`config.mk`:
```
export PLATFORM = sky130hd
export DESIGN_NAME = spi_slave_if
export DESIGN_NICKNAME = d
export VERILOG_FILES = /design/src/rtl/spi_pkg.sv /design/src/rtl/spi_slave_if_piso.sv /design/src/rtl/spi_slave_if.sv
export SDC_FILE = /design/constraint.sdc
export NUM_CORES = 1
export LEC_CHECK = 0
export BUFFER_PORTS_ARGS = -buffer_cell sky130_fd_sc_hd__buf_2
export CAP_MARGIN = 30
export CORE_MARGIN = 2
export CORE_UTILIZATION = 32
export DETAILED_ROUTE_END_ITERATION = 8
export PLACE_DENSITY = 0.63
export SETUP_SLACK_MARGIN = 0.5
export SYNTH_ARGS = -nofsm -noshare
export SYNTH_HDL_FRONTEND = slang
export SYNTH_HIERARCHICAL = 1
export SYNTH_SLANG_ARGS = --single-unit
```
`constraint.sdc`:
```
create_clock -name clk -period 2.2 [get_ports clk]
set_input_delay 0 -clock clk [delete_from_list [all_inputs] [get_ports clk]]
set_output_delay 0 -clock clk [all_outputs]
set_load 0.02 [all_outputs]
```
`src/rtl/spi_pkg.sv`:
```
// Shared types and constants for the SPI slave front end: FSM states,
// command opcodes and default frame/data widths.
package spi_pkg;

    localparam int FRAME_W_DEF = 10;
    localparam int DATA_W_DEF  = 8;

    typedef enum logic [2:0] {
        IDLE      = 3'd0,
        CHK_CMD   = 3'd1,
        WRITE     = 3'd2,
        READ_ADD  = 3'd3,
        READ_DATA = 3'd4
    } state_t;

    localparam logic [1:0] OP_WR_ADDR = 2'b00;
    localparam logic [1:0] OP_WR_DATA = 2'b01;
    localparam logic [1:0] OP_RD_ADDR = 2'b10;
    localparam logic [1:0] OP_RD_DATA = 2'b11;

endpackage

```
`src/rtl/spi_slave_if_piso.sv`:
```
// Parallel-load, MSB-first shifter driving miso; sout is registered so the
// first bit appears the cycle after load, and done blocks any reload.
module spi_piso #(
    parameter int W = 8
) (
    input  logic         clk,
    input  logic         rst,
    input  logic         clr,
    input  logic         load,
    input  logic [W-1:0] din,
    output logic         sout,
    output logic         busy,
    output logic         done
);

    localparam int CW = $clog2(W);

    logic [W-1:0]  sr;
    logic [CW-1:0] left;

    always_ff @(posedge clk) begin
        if (rst || clr) begin
            sout <= 1'b0;
            busy <= 1'b0;
            done <= 1'b0;
            left <= '0;
        end else if (load && !busy && !done) begin
            sout <= din[W-1];
            sr   <= {din[W-2:0], 1'b0};
            left <= CW'(W - 1);
            busy <= 1'b1;
        end else if (busy) begin
            if (left != '0) begin
                sout <= sr[W-1];
                sr   <= {sr[W-2:0], 1'b0};
                left <= left - 1'b1;
            end else begin
                // last bit has been on the line for a full cycle
                sout <= 1'b0;
                busy <= 1'b0;
                done <= 1'b1;
            end
        end
    end

endmodule

```
`src/rtl/spi_slave_if.sv`:
```
// SPI slave front end: assembles MOSI command frames into rx_data words and
// returns one byte of RAM read data on MISO after a read-data command.
module spi_slave_if
    import spi_pkg::*;
#(
    parameter int FRAME_W = FRAME_W_DEF,
    parameter int DATA_W  = DATA_W_DEF
) (
    input  logic               clk,
    input  logic               rst,
    input  logic               ss_n,
    input  logic               mosi,
    output logic               miso,
    output logic [FRAME_W-1:0] rx_data,
    output logic               rx_valid,
    input  logic [DATA_W-1:0]  tx_data,
    input  logic               tx_valid
);

    localparam int CNT_W = $clog2(FRAME_W + 1);
    localparam logic [CNT_W-1:0] LAST = CNT_W'(FRAME_W - 1);
    localparam logic [CNT_W-1:0] FULL = CNT_W'(FRAME_W);

    state_t             state;
    logic [CNT_W-1:0]   cnt;
    logic [FRAME_W-2:0] sr;
    logic               rd_addr_seen;
    logic               tx_busy;
    logic               tx_done;
    logic               tx_load;

    // read data is accepted only once the read-data frame is fully received
    assign tx_load = (state == READ_DATA) && (cnt == FULL) && !ss_n &&
                     tx_valid && !tx_busy && !tx_done;

    always_ff @(posedge clk) begin
        if (rst) begin
            state        <= IDLE;
            cnt          <= '0;
            rd_addr_seen <= 1'b0;
            rx_data      <= '0;
            rx_valid     <= 1'b0;
        end else begin
            rx_valid <= 1'b0;
            case (state)
                IDLE: begin
                    cnt <= '0;
                    if (!ss_n) state <= CHK_CMD;
                end
                CHK_CMD: begin
                    if (ss_n) begin
                        state <= IDLE;
                        cnt   <= '0;
                    end else begin
                        sr  <= {{(FRAME_W-2){1'b0}}, mosi};
                        cnt <= CNT_W'(1);
                        if (!mosi)             state <= WRITE;
                        else if (!rd_addr_seen) state <= READ_ADD;
                        else                    state <= READ_DATA;
                    end
                end
                default: begin
                    if (ss_n) begin
                        state <= IDLE;
                        cnt   <= '0;
                    end else if (cnt < FULL) begin
                        sr  <= {sr[FRAME_W-3:0], mosi};
                        cnt <= cnt + 1'b1;
                        if (cnt == LAST) begin
                            rx_data  <= {sr, mosi};
                            rx_valid <= 1'b1;
                            if (state == READ_ADD)  rd_addr_seen <= 1'b1;
                            if (state == READ_DATA) rd_addr_seen <= 1'b0;
                        end
                    end
                end
            endcase
        end
    end

    spi_piso #(.W(DATA_W)) u_piso (
        .clk  (clk),
        .rst  (rst),
        .clr  (ss_n),
        .load (tx_load),
        .din  (tx_data),
        .sout (miso),
        .busy (tx_busy),
        .done (tx_done)
    );

endmodule
```
==> impl_metrics.json, run 1 <==
{
  "outcome": "finished, final reports clean",
  "cp_max_fo": 7,
  "yosys_warnings": 6,
  "power_density_mw_per_mm2": 631,
  "arrival_ns": 1.78,
  "synth-main-ff-cell": "dfxtp_1",
  "worstMarginPinSlew_ns": 0.627,
  "dp_hpwl_mm": 2.57,
  "cp-end-kind": "flip-flop",
  "syn-instance-count": 171,
  "syn-num-nets": 189,
  "dieHeight_um": 79.8,
  "syn2layout_area_growth_pct": 25.2,
  "finalSetupViolations": 0,
  "overflow": 0,
  "synth_cell_types": 41,
  "cts.sinks": 41,
  "async_flop_share": 0,
  "cts_buffers": 5,
  "grt_pass1_vias": 1360,
  "worst_ir_drop_vdd_mv": 0.257,
  "ant_nets": 0,
  "cpMostUsedCell": "nand2b_4",
  "io_buffers": 24,
  "timing_worst_setup_path_type": "flip-flop to flip-flop",
  "crit_chain": "nor4b_4 -> and4b_1 -> and3_4 -> nand2b_4 -> nand2b_4 -> a21oi_4",
  "ys_seq_area_frac": 0.534,
  "slowest_stage": "dfxtp_2",
  "synth_seq_cells": 41,
  "drtPass1Iterations": 4,
  "clock.fmax_ghz": 0.556,
  "htreeDepth": 2,
  "drt-initial-drc-count": 83,
  "rsz0062_at_grt": "yes",
  "cp-start-kind": "flip-flop",
  "routed_wl_mm": 3.82,
  "hp-class": "input pin to flip-flop",
  "p_leak_nw": 0.874,
  "post-route-period-util": 0.818,
  "clock_path_buffers": 2,
  "grt_pass1_wl_mm": 6.37,
  "core_mm2": 0.00554,
  "clock_latency_ns": 0.30,
  "gp_congestion": 0.754,
  "layout_min_cycle_time_ns": 1.80,
  "synth_edf_count": 16,
  "initial_core_util": 0.332,
  "maxCapViolations": 0,
  "wl_per_cell_um": 13.5,
  "die_area_mm2": 0.00637,
  "antenna_found_initial": 0,
  "num_vias": 1416,
  "synthesis.area_mm2": 0.00184,
  "finClkSkew_ns": 0.00396,
  "hold_viol": 0,
  "crit_required_ns": 2.19,
  "drcViolationCount": 0,
  "ios": 25,
  "grt_start_max_net_pins": 17,
  "drive_gt1_frac": 0.299,
  "hold_ws_ns": 0.0148,
  "tns_ns": 0,
  "root_buffer": "clkbuf_8",
  "utilization": 0.415,
  "nNetsFinal": 228,
  "die_x_um": 79.8,
  "avgSynthCellArea_um2": 10.7,
  "fillers": 552,
  "critPathBufInv": 0,
  "routed_via_density": 5.00,
  "cts_tree": "yes",
  "track_usage": 0.131,
  "crit_family": "simple AND/OR/NAND/NOR gates",
  "clkTransAtPathRegs_ns": 0.08,
  "std_cell_rows": 27,
  "maxSlewViolCount": 0,
  "slew_headroom": 0.578,
  "critPathMaxStageDelay_ns": 0.34,
  "antennaDiodeCount": 0
}
[cells in the mapped netlist, types with 3 or more instances]
master	n	area, um^2
a21oi_1	18	90.1
a31oi_1	4	25.0
buf_2	6	30.0
buf_6	3	33.8
dfxtp_1	25	500
edfxtp_1	16	480
ha_1	5	62.6
inv_1	6	22.5
mux2_4	5	75.1
nand2_1	4	15.0
nand3_1	12	60.1
nor2_1	10	37.5
nor2b_1	10	62.6
nor3_1	3	15.0
o21ai_0	13	65.1
o21ai_1	3	15.0
[area by class of cell]
type | instances | area (um^2) | share of cell area
repair buffers | 42 | 275 | 0.120
inverters | 7 | 26.3 | 0.0114
clock buffers | 6 | 72.6 | 0.0315
clock inverters | 2 | 33.8 | 0.0147
multi-input cells | 113 | 811 | 0.352
well taps | 72 | 90.1 | 0.0392
flip-flops and latches | 41 | 992 | 0.431
[cell usage in the layout, fill, tap and decap left out, types with 2 or more instances in the layout]
| cell | n |
|---|---|
| a21oi_1 | 17 |
| nor3_1 | 2 |
| nand2_1 | 4 |
| clkbuf_8 | 5 |
| inv_1 | 6 |
| nand2b_4 | 3 |
| o21ai_1 | 3 |
| nor2_1 | 10 |
| a31oi_1 | 4 |
| buf_4 | 10 |
| nand2b_1 | 2 |
| dlygate4sd3_1 | 8 |
| edfxtp_1 | 16 |
| ha_1 | 5 |
| mux2i_1 | 2 |
| dfxtp_4 | 2 |
| mux2_4 | 5 |
| dfxtp_2 | 3 |
| nand3_1 | 12 |
| buf_2 | 24 |
| dfxtp_1 | 20 |
| nor2b_1 | 10 |
| o21ai_0 | 13 |
[report_power, final]
group / internal (mW) / switching, mW
logic: 0.0309 / 0.0339
clock network: 0.335 / 0.257
registers: 0.790 / 0.00459
total: 1.16 / 0.296
[cell families (layout without fill, tap and decap cells)]
group / after synthesis / in the layout / share of synthesized area
and+or+nand+nor: 53 / 54 / 0.172
xor gates and xnor gates: 1 / 1 / 0.00477
buffers and inverters: 18 / 57 / 0.0551
adders and majority gates: 5 / 5 / 0.0340
DFF: 41 / 41 / 0.534
muxes: 8 / 8 / 0.0579
AOI/OAI and AO/OA: 45 / 45 / 0.142
[through the flow]
step                      worst slack [ns]  total power, mW  instances  area (um^2)
after detailed placement             0.284            0.867        260         2030
final                                0.401             1.45        283         2300
after global placement               0.347            0.866        260         2030
after global routing                 0.313             1.50        283         2300
after floorplan                      0.408            0.843        171         1870
after CTS                            0.394             1.47        283         2290
[routing by layer]
| layer | vias to the layer above | wire, um | global-route usage | part of all wire |
|---|---|---|---|---|
| met2 | 42 | 1750 | 0.205 | 0.46 |
| li1 | 693 | - | - | - |
| met5 | - | 0 | 0 | 0 |
| met3 | 7 | 249 | 0.0464 | 0.065 |
| met4 | 0 | 57 | 0.0508 | 0.015 |
| met1 | 674 | 1760 | 0.165 | 0.46 |
[worst register-to-register path, delay by kind of cell, from the launching register on]
family | cells | cell delay (ns)
and+or+nand+nor | 5 | 0.90
AOI/OAI and AO/OA | 1 | 0.26
DFF | 1 | 0.34
[registers in the layout, indices dropped and copies added (netlist names)]
name,flops
u_piso/left,3
u_piso/busy,1
cnt,4
rd_addr_seen,1
sr,9
rx_data,10
u_piso/sout,1
state,3
u_piso/sr,7
u_piso/done,1
rx_valid,1
[worst paths after layout]
kind               start           end  slack (ns)  cells past startpoint
min reg2reg   rx_data[4]    rx_data[4]        0.47                      2
max reg2reg  u_piso/busy  u_piso/sr[1]        0.40                      6
max          u_piso/busy  u_piso/sr[1]        0.40                      6
min           tx_data[3]  u_piso/sr[4]        0.01                      2
[what timing repair did]
action                                 in CTS  in global routing
setup endpoints to repair                  13                 28
gates resized for setup                     4                  4
hold buffers                                8                  0
gates cloned                                1                  0
pin swaps                                   2                  0
endpoints found under the hold margin      10                  0
buffers inserted                            6                  0
No activity file was read; power rests on OpenSTA's default activity.
==> run 2, diff against run 1 <==
- PLACE_DENSITY: 0.63 -> 0.61
- clock period: 2.2 -> 1.7 ns (I/O delays scaled with it)
==> run 2 against run 1 <==
Routed wire length is 4.4% higher. Via count shrank 1.8%. The flow now finishes with violations (setup timing). Fmax down 0.67%. Register-to-register slack got worse by 0.51 ns.
==> impl_metrics.json, run 2 (synthesis gave the netlist of run 1 again) <==
{
  "timing_worst_setup_path_type": "flip-flop to flip-flop",
  "root_buffer": "clkbuf_8",
  "rsz0062_at_grt": "yes",
  "p_leak_nw": 0.929,
  "num_vias": 1391,
  "arrival_ns": 1.79,
  "cts_tree": "yes",
  "final_common_cell": "buf_2",
  "worstMarginPinSlew_ns": 0.431,
  "fillers": 523,
  "overflow": 0,
  "std_cell_rows": 27,
  "routed_wl_mm": 3.99,
  "clock.fmax_ghz": 0.552,
  "cts_buffers": 5,
  "maxCapViolations": 0,
  "postLayoutSetupSlackWorst_ns": -0.111,
  "drive_gt1_frac": 0.498,
  "hp-class": "input pin to flip-flop",
  "crit_required_ns": 1.68,
  "syn2layout_area_growth_pct": 38.7,
  "cp-end-kind": "flip-flop",
  "maxSlewViolCount": 0,
  "gp_congestion": 0.760,
  "grt_start_max_net_pins": 17,
  "largestRegisters": "rx_data x10, sr x9, u_piso/sr x7",
  "antennaDiodeCount": 0,
  "wl_per_cell_um": 13.7,
  "rrSetupSlack_ns": -0.11,
  "post-route-period-util": 1.07,
  "dp_hpwl_mm": 2.66,
  "hold_ws_ns": 0.00801,
  "clkTransAtPathRegs_ns": 0.08,
  "die_x_um": 79.8,
  "layout_min_cycle_time_ns": 1.81,
  "cp-start-kind": "flip-flop",
  "worst_ir_drop_vdd_mv": 0.457,
  "clock_path_buffers": 2,
  "initial_core_util": 0.332,
  "track_usage": 0.133,
  "io_buffers": 24,
  "outcome": "complete, but fails checks",
  "ios": 25,
  "cp_max_fo": 7,
  "antenna_found_initial": 0,
  "drcViolationCount": 0,
  "failed_checks": "setup timing",
  "dieHeight_um": 79.8,
  "clock_latency_ns": 0.29,
  "routed_via_density": 4.78,
  "finClkSkew_ns": 0.00759,
  "drtPass1Iterations": 4,
  "mostFrequentLayoutCells": "buf_2, dfxtp_1, edfxtp_1",
  "die_area_mm2": 0.00637,
  "ant_nets": 0,
  "hold_viol": 0,
  "nNetsFinal": 236,
  "grt_pass1_wl_mm": 6.51,
  "slew_headroom": 0.713,
  "htreeDepth": 2,
  "power_mw": 1.77,
  "top_register": "rx_data",
  "power_density_mw_per_mm2": 695,
  "finalSetupViolations": 14,
  "largest_reg_flops": 10,
  "cts.sinks": 41,
  "core_mm2": 0.00554,
  "drt-initial-drc-count": 76,
  "grt_pass1_vias": 1311
}
## run 2: changes by cell type in the layout (fill, tap and decap cells not counted), sizes merged
cell	delta
buf	+15
dlygate4sd3	-7
bufinv	-1
clkinv	+1
## run 2: metal layers
metal / track usage / part of all wire
met2: 0.218 / 0.48
met1: 0.169 / 0.47
met5: 0 / 0
met4: 0.0458 / 0.011
met3: 0.0373 / 0.041
## run 2: final timing paths
kind	depth (start not counted)	start	endpoint
worst min-delay path	2	ss_n	state[2]
worst max-delay path	6	u_piso/busy	u_piso/sr[2]
worst min register to register	2	rx_data[2]	rx_data[2]
worst max register to register	6	u_piso/busy	u_piso/sr[2]
## run 2: final cells by class
class	count	area [um^2]	area share
Clock inverter	2	8.76	0.00344
Timing Repair Buffer	50	355	0.139
Tap cell	72	90.1	0.0353
Inverter	7	28.8	0.0113
Sequential cell	41	987	0.387
Multi-Input combinational cell	113	996	0.391
Clock buffer	6	82.6	0.0324
## run 2: stage by stage
stage | area, um^2 | utilization | setup TNS, ns | worst slack [ns] | cells
final | 2550 | 0.460 | -1.36 | -0.111 | 291
after global routing | 2550 | 0.460 | -2.82 | -0.214 | 291
after CTS | 2450 | 0.442 | -1.65 | -0.144 | 289
after detailed placement | 2170 | 0.391 | -1.63 | -0.133 | 277
after global placement | 2170 | 0.391 | -0.990 | -0.0839 | 277
after floorplan | 1880 | - | -0.946 | -0.0901 | 171
## run 2: worst max-delay path: stages, from the launching register on
cell and delay (ns):
dfxtp_2 0.33, nor4b_2 0.25, and4b_1 0.21, and3_4 0.19, nand2b_4 0.06, nand2b_4 0.19, a21oi_4 0.27
## run 2: what timing repair did
| item | CTS | global route |
|---|---|---|
| setup endpoints to repair | 48 | 40 |
| resized for setup | 47 | 14 |
| buffers inserted | 0 | 2 |
| hold endpoints to repair | 1 | 0 |
| pin swaps | 5 | 5 |
| cloned | 3 | 0 |
| hold buffers | 1 | 0 |
## run 2: where the power goes
group | internal (mW) | switching, mW | total [mW] | leakage (nW)
registers | 1.03 | 0.00644 | 1.03 | 0.348
logic | 0.0425 | 0.0536 | 0.0962 | 0.532
clock network | 0.322 | 0.322 | 0.643 | 0.0486
==> run 3, diff against run 2 <==
- clock period: 1.7 -> 2.2 ns (I/O delays scaled with it)
==> run 3 against run 2 <==
The run now ends clean. Cell count down 4.8%. Total power down 26%. Core utilization down 6.2 points. Combinational power down 39%. Die area unchanged. Sequential power down 23%. Flip-flop and latch count unchanged. Register-to-register slack better by 0.50 ns. Fmax up 0.27%. First-iteration DRC count down 12%. Global-route usage down 0.82 points. Largest power group unchanged.
==> impl_metrics.json, run 3 (synthesis gave the netlist of run 1 again) <==
{
  "tns_ns": 0,
  "crit_required_ns": 2.18,
  "finalSetupViolations": 0,
  "reg2reg_to": "u_piso/sr[6]",
  "antennaDiodeCount": 0,
  "drive_gt1_frac": 0.283,
  "timing_worst_setup_path_type": "flip-flop to flip-flop",
  "dp_hpwl_mm": 2.54,
  "final_common_cell": "buf_2",
  "largest_reg_flops": 10,
  "wl_per_cell_um": 13.5,
  "std_cell_rows": 27,
  "routed_wl_mm": 3.75,
  "rrSetupSlack_ns": 0.39,
  "cp-start-kind": "flip-flop",
  "clock_path_buffers": 2,
  "combPwrFrac": 0.045,
  "pre_cts_slack_ns": 0.291,
  "grt_pass1_wl_mm": 6.16,
  "rsz0062_at_grt": "yes",
  "reg2reg_depth": 6,
  "finClkSkew_ns": 0.00753,
  "gp_congestion": 0.874,
  "root_buffer": "clkbuf_8",
  "num_vias": 1372,
  "clockPowerShare": 0.350,
  "routed_via_density": 4.95,
  "clock_latency_ns": 0.29,
  "hold_viol": 0,
  "outcome": "finished, final reports clean",
  "maxCapViolations": 0,
  "post-route-period-util": 0.821,
  "drcViolationCount": 0,
  "worst_ir_drop_vdd_mv": 0.274,
  "cp-end-kind": "flip-flop",
  "drtPass1Iterations": 4,
  "worstHoldPathCells": 3,
  "p_sw_mw": 0.277,
  "track_usage": 0.125,
  "htreeDepth": 2,
  "cellInternalPower_mw": 1.04,
  "hp-class": "input pin to flip-flop",
  "drt-initial-drc-count": 67,
  "worstHoldEndpoint": "u_piso/sr[1]",
  "antenna_found_initial": 0,
  "r2r_start": "cnt[2]",
  "p_leak_nw": 0.835,
  "grt_pass1_vias": 1302,
  "dieHeight_um": 79.8,
  "nNetsFinal": 222,
  "cts_buffers": 5,
  "clock.fmax_ghz": 0.554,
  "grt_start_max_net_pins": 17,
  "power_mw": 1.31,
  "hp-start": "tx_data[0]",
  "cp_max_fo": 7,
  "worstMarginPinSlew_ns": 0.539,
  "power.share.sequential": 0.605,
  "ant_nets": 0,
  "maxSlewViolCount": 0,
  "postLayoutSetupSlackWorst_ns": 0.394,
  "switching_share": 0.211,
  "arrival_ns": 1.78,
  "clkTransAtPathRegs_ns": 0.07,
  "die_x_um": 79.8,
  "top_register": "rx_data",
  "die_area_mm2": 0.00637,
  "largestRegisters": "rx_data x10, sr x9, u_piso/sr x7",
  "mostFrequentLayoutCells": "buf_2, dfxtp_1, a21oi_1",
  "io_buffers": 24,
  "ios": 25,
  "cts.sinks": 41,
  "core_mm2": 0.00554,
  "fillers": 568,
  "initial_core_util": 0.332,
  "power_density_mw_per_mm2": 596,
  "slew_headroom": 0.637,
  "layout_min_cycle_time_ns": 1.81,
  "cts_tree": "yes",
  "overflow": 0,
  "syn2layout_area_growth_pct": 19.9
}
-- run 3: changes by cell type in the layout (fill, tap and decap cells not counted), moves of 7 or more --
cell     previous run  this run
nand3_2             7         0
buf_6              10         0
a21oi_1             9        17
o21ai_0             6        13
buf_4              15         8
nand3_1             2        12
a21oi_2             8         0
-- run 3: power groups by stage --
stage,combinational (mW),clock (mW),sequential [mW]
finish,0.0590,0.460,0.795
global route,0.0651,0.516,0.795
global placement,0.0516,0,0.815
CTS,0.0567,0.483,0.796
detailed placement,0.0522,0,0.815
floorplan,0.0311,0,0.812
-- run 3: stage by stage --
step                 util  std cells  hold WS [ns]  area (um^2)
floorplan               -        171        0.0679         1870
global placement    0.367        260         0.266         2030
detailed placement  0.367        260         0.260         2030
CTS                 0.391        273      0.000814         2170
global route        0.398        277       0.00438         2200
finish              0.398        277       0.00801         2200
-- run 3: critical path, stage by stage, from the launching register on --
cell and delay [ns]:
dfxtp_4 0.36, nor4b_2 0.23, and4b_1 0.21, and3_4 0.19
nand2b_4 0.06, nand2b_4 0.19, a21oi_4 0.26
-- run 3: layer usage --
metal / part of all wire / wire length, um / GRT usage
met5: 0 / 0 / 0
met2: 0.47 / 1770 / 0.207
met1: 0.47 / 1770 / 0.157
met4: 0.0045 / 17 / 0.0407
met3: 0.050 / 186 / 0.0362
-- run 3: worst max-delay path by stage --
stage | startpoint | endpoint | slack [ns] | cells after the start
6_report | cnt[2] | u_piso/sr[6] | 0.39 | 6
5_1_grt | cnt[2] | u_piso/sr[4] | 0.30 | 6
4_1_cts | cnt[2] | u_piso/sr[4] | 0.36 | 6
3_5_place_dp | cnt[3] | u_piso/sr[4] | 0.29 | 6
3_3_place_gp | cnt[3] | u_piso/sr[4] | 0.33 | 6
2_1_floorplan | cnt[2] | u_piso/sr[1] | 0.41 | 7
-- run 3: repair_timing --
item / in CTS / in global routing
endpoints found under the setup margin: 13 / 17
hold buffers: 2 / 2
pin swaps: 2 / 0
setup buffers: 2 / 2
hold endpoints to repair: 3 / 2
cloned: 1 / 0
gates resized for setup: 3 / 2
-- run 3: layout make-up --
type,instances,area [um^2],share of cell area
tap,72,90.1,0.0409
multi-input combinational,113,797,0.362
sequential,41,991,0.449
inverter,7,26.3,0.0119
timing repair buffer,36,220,0.0999
clock inverter,1,3.75,0.00170
clock buffer,7,76.3,0.0346
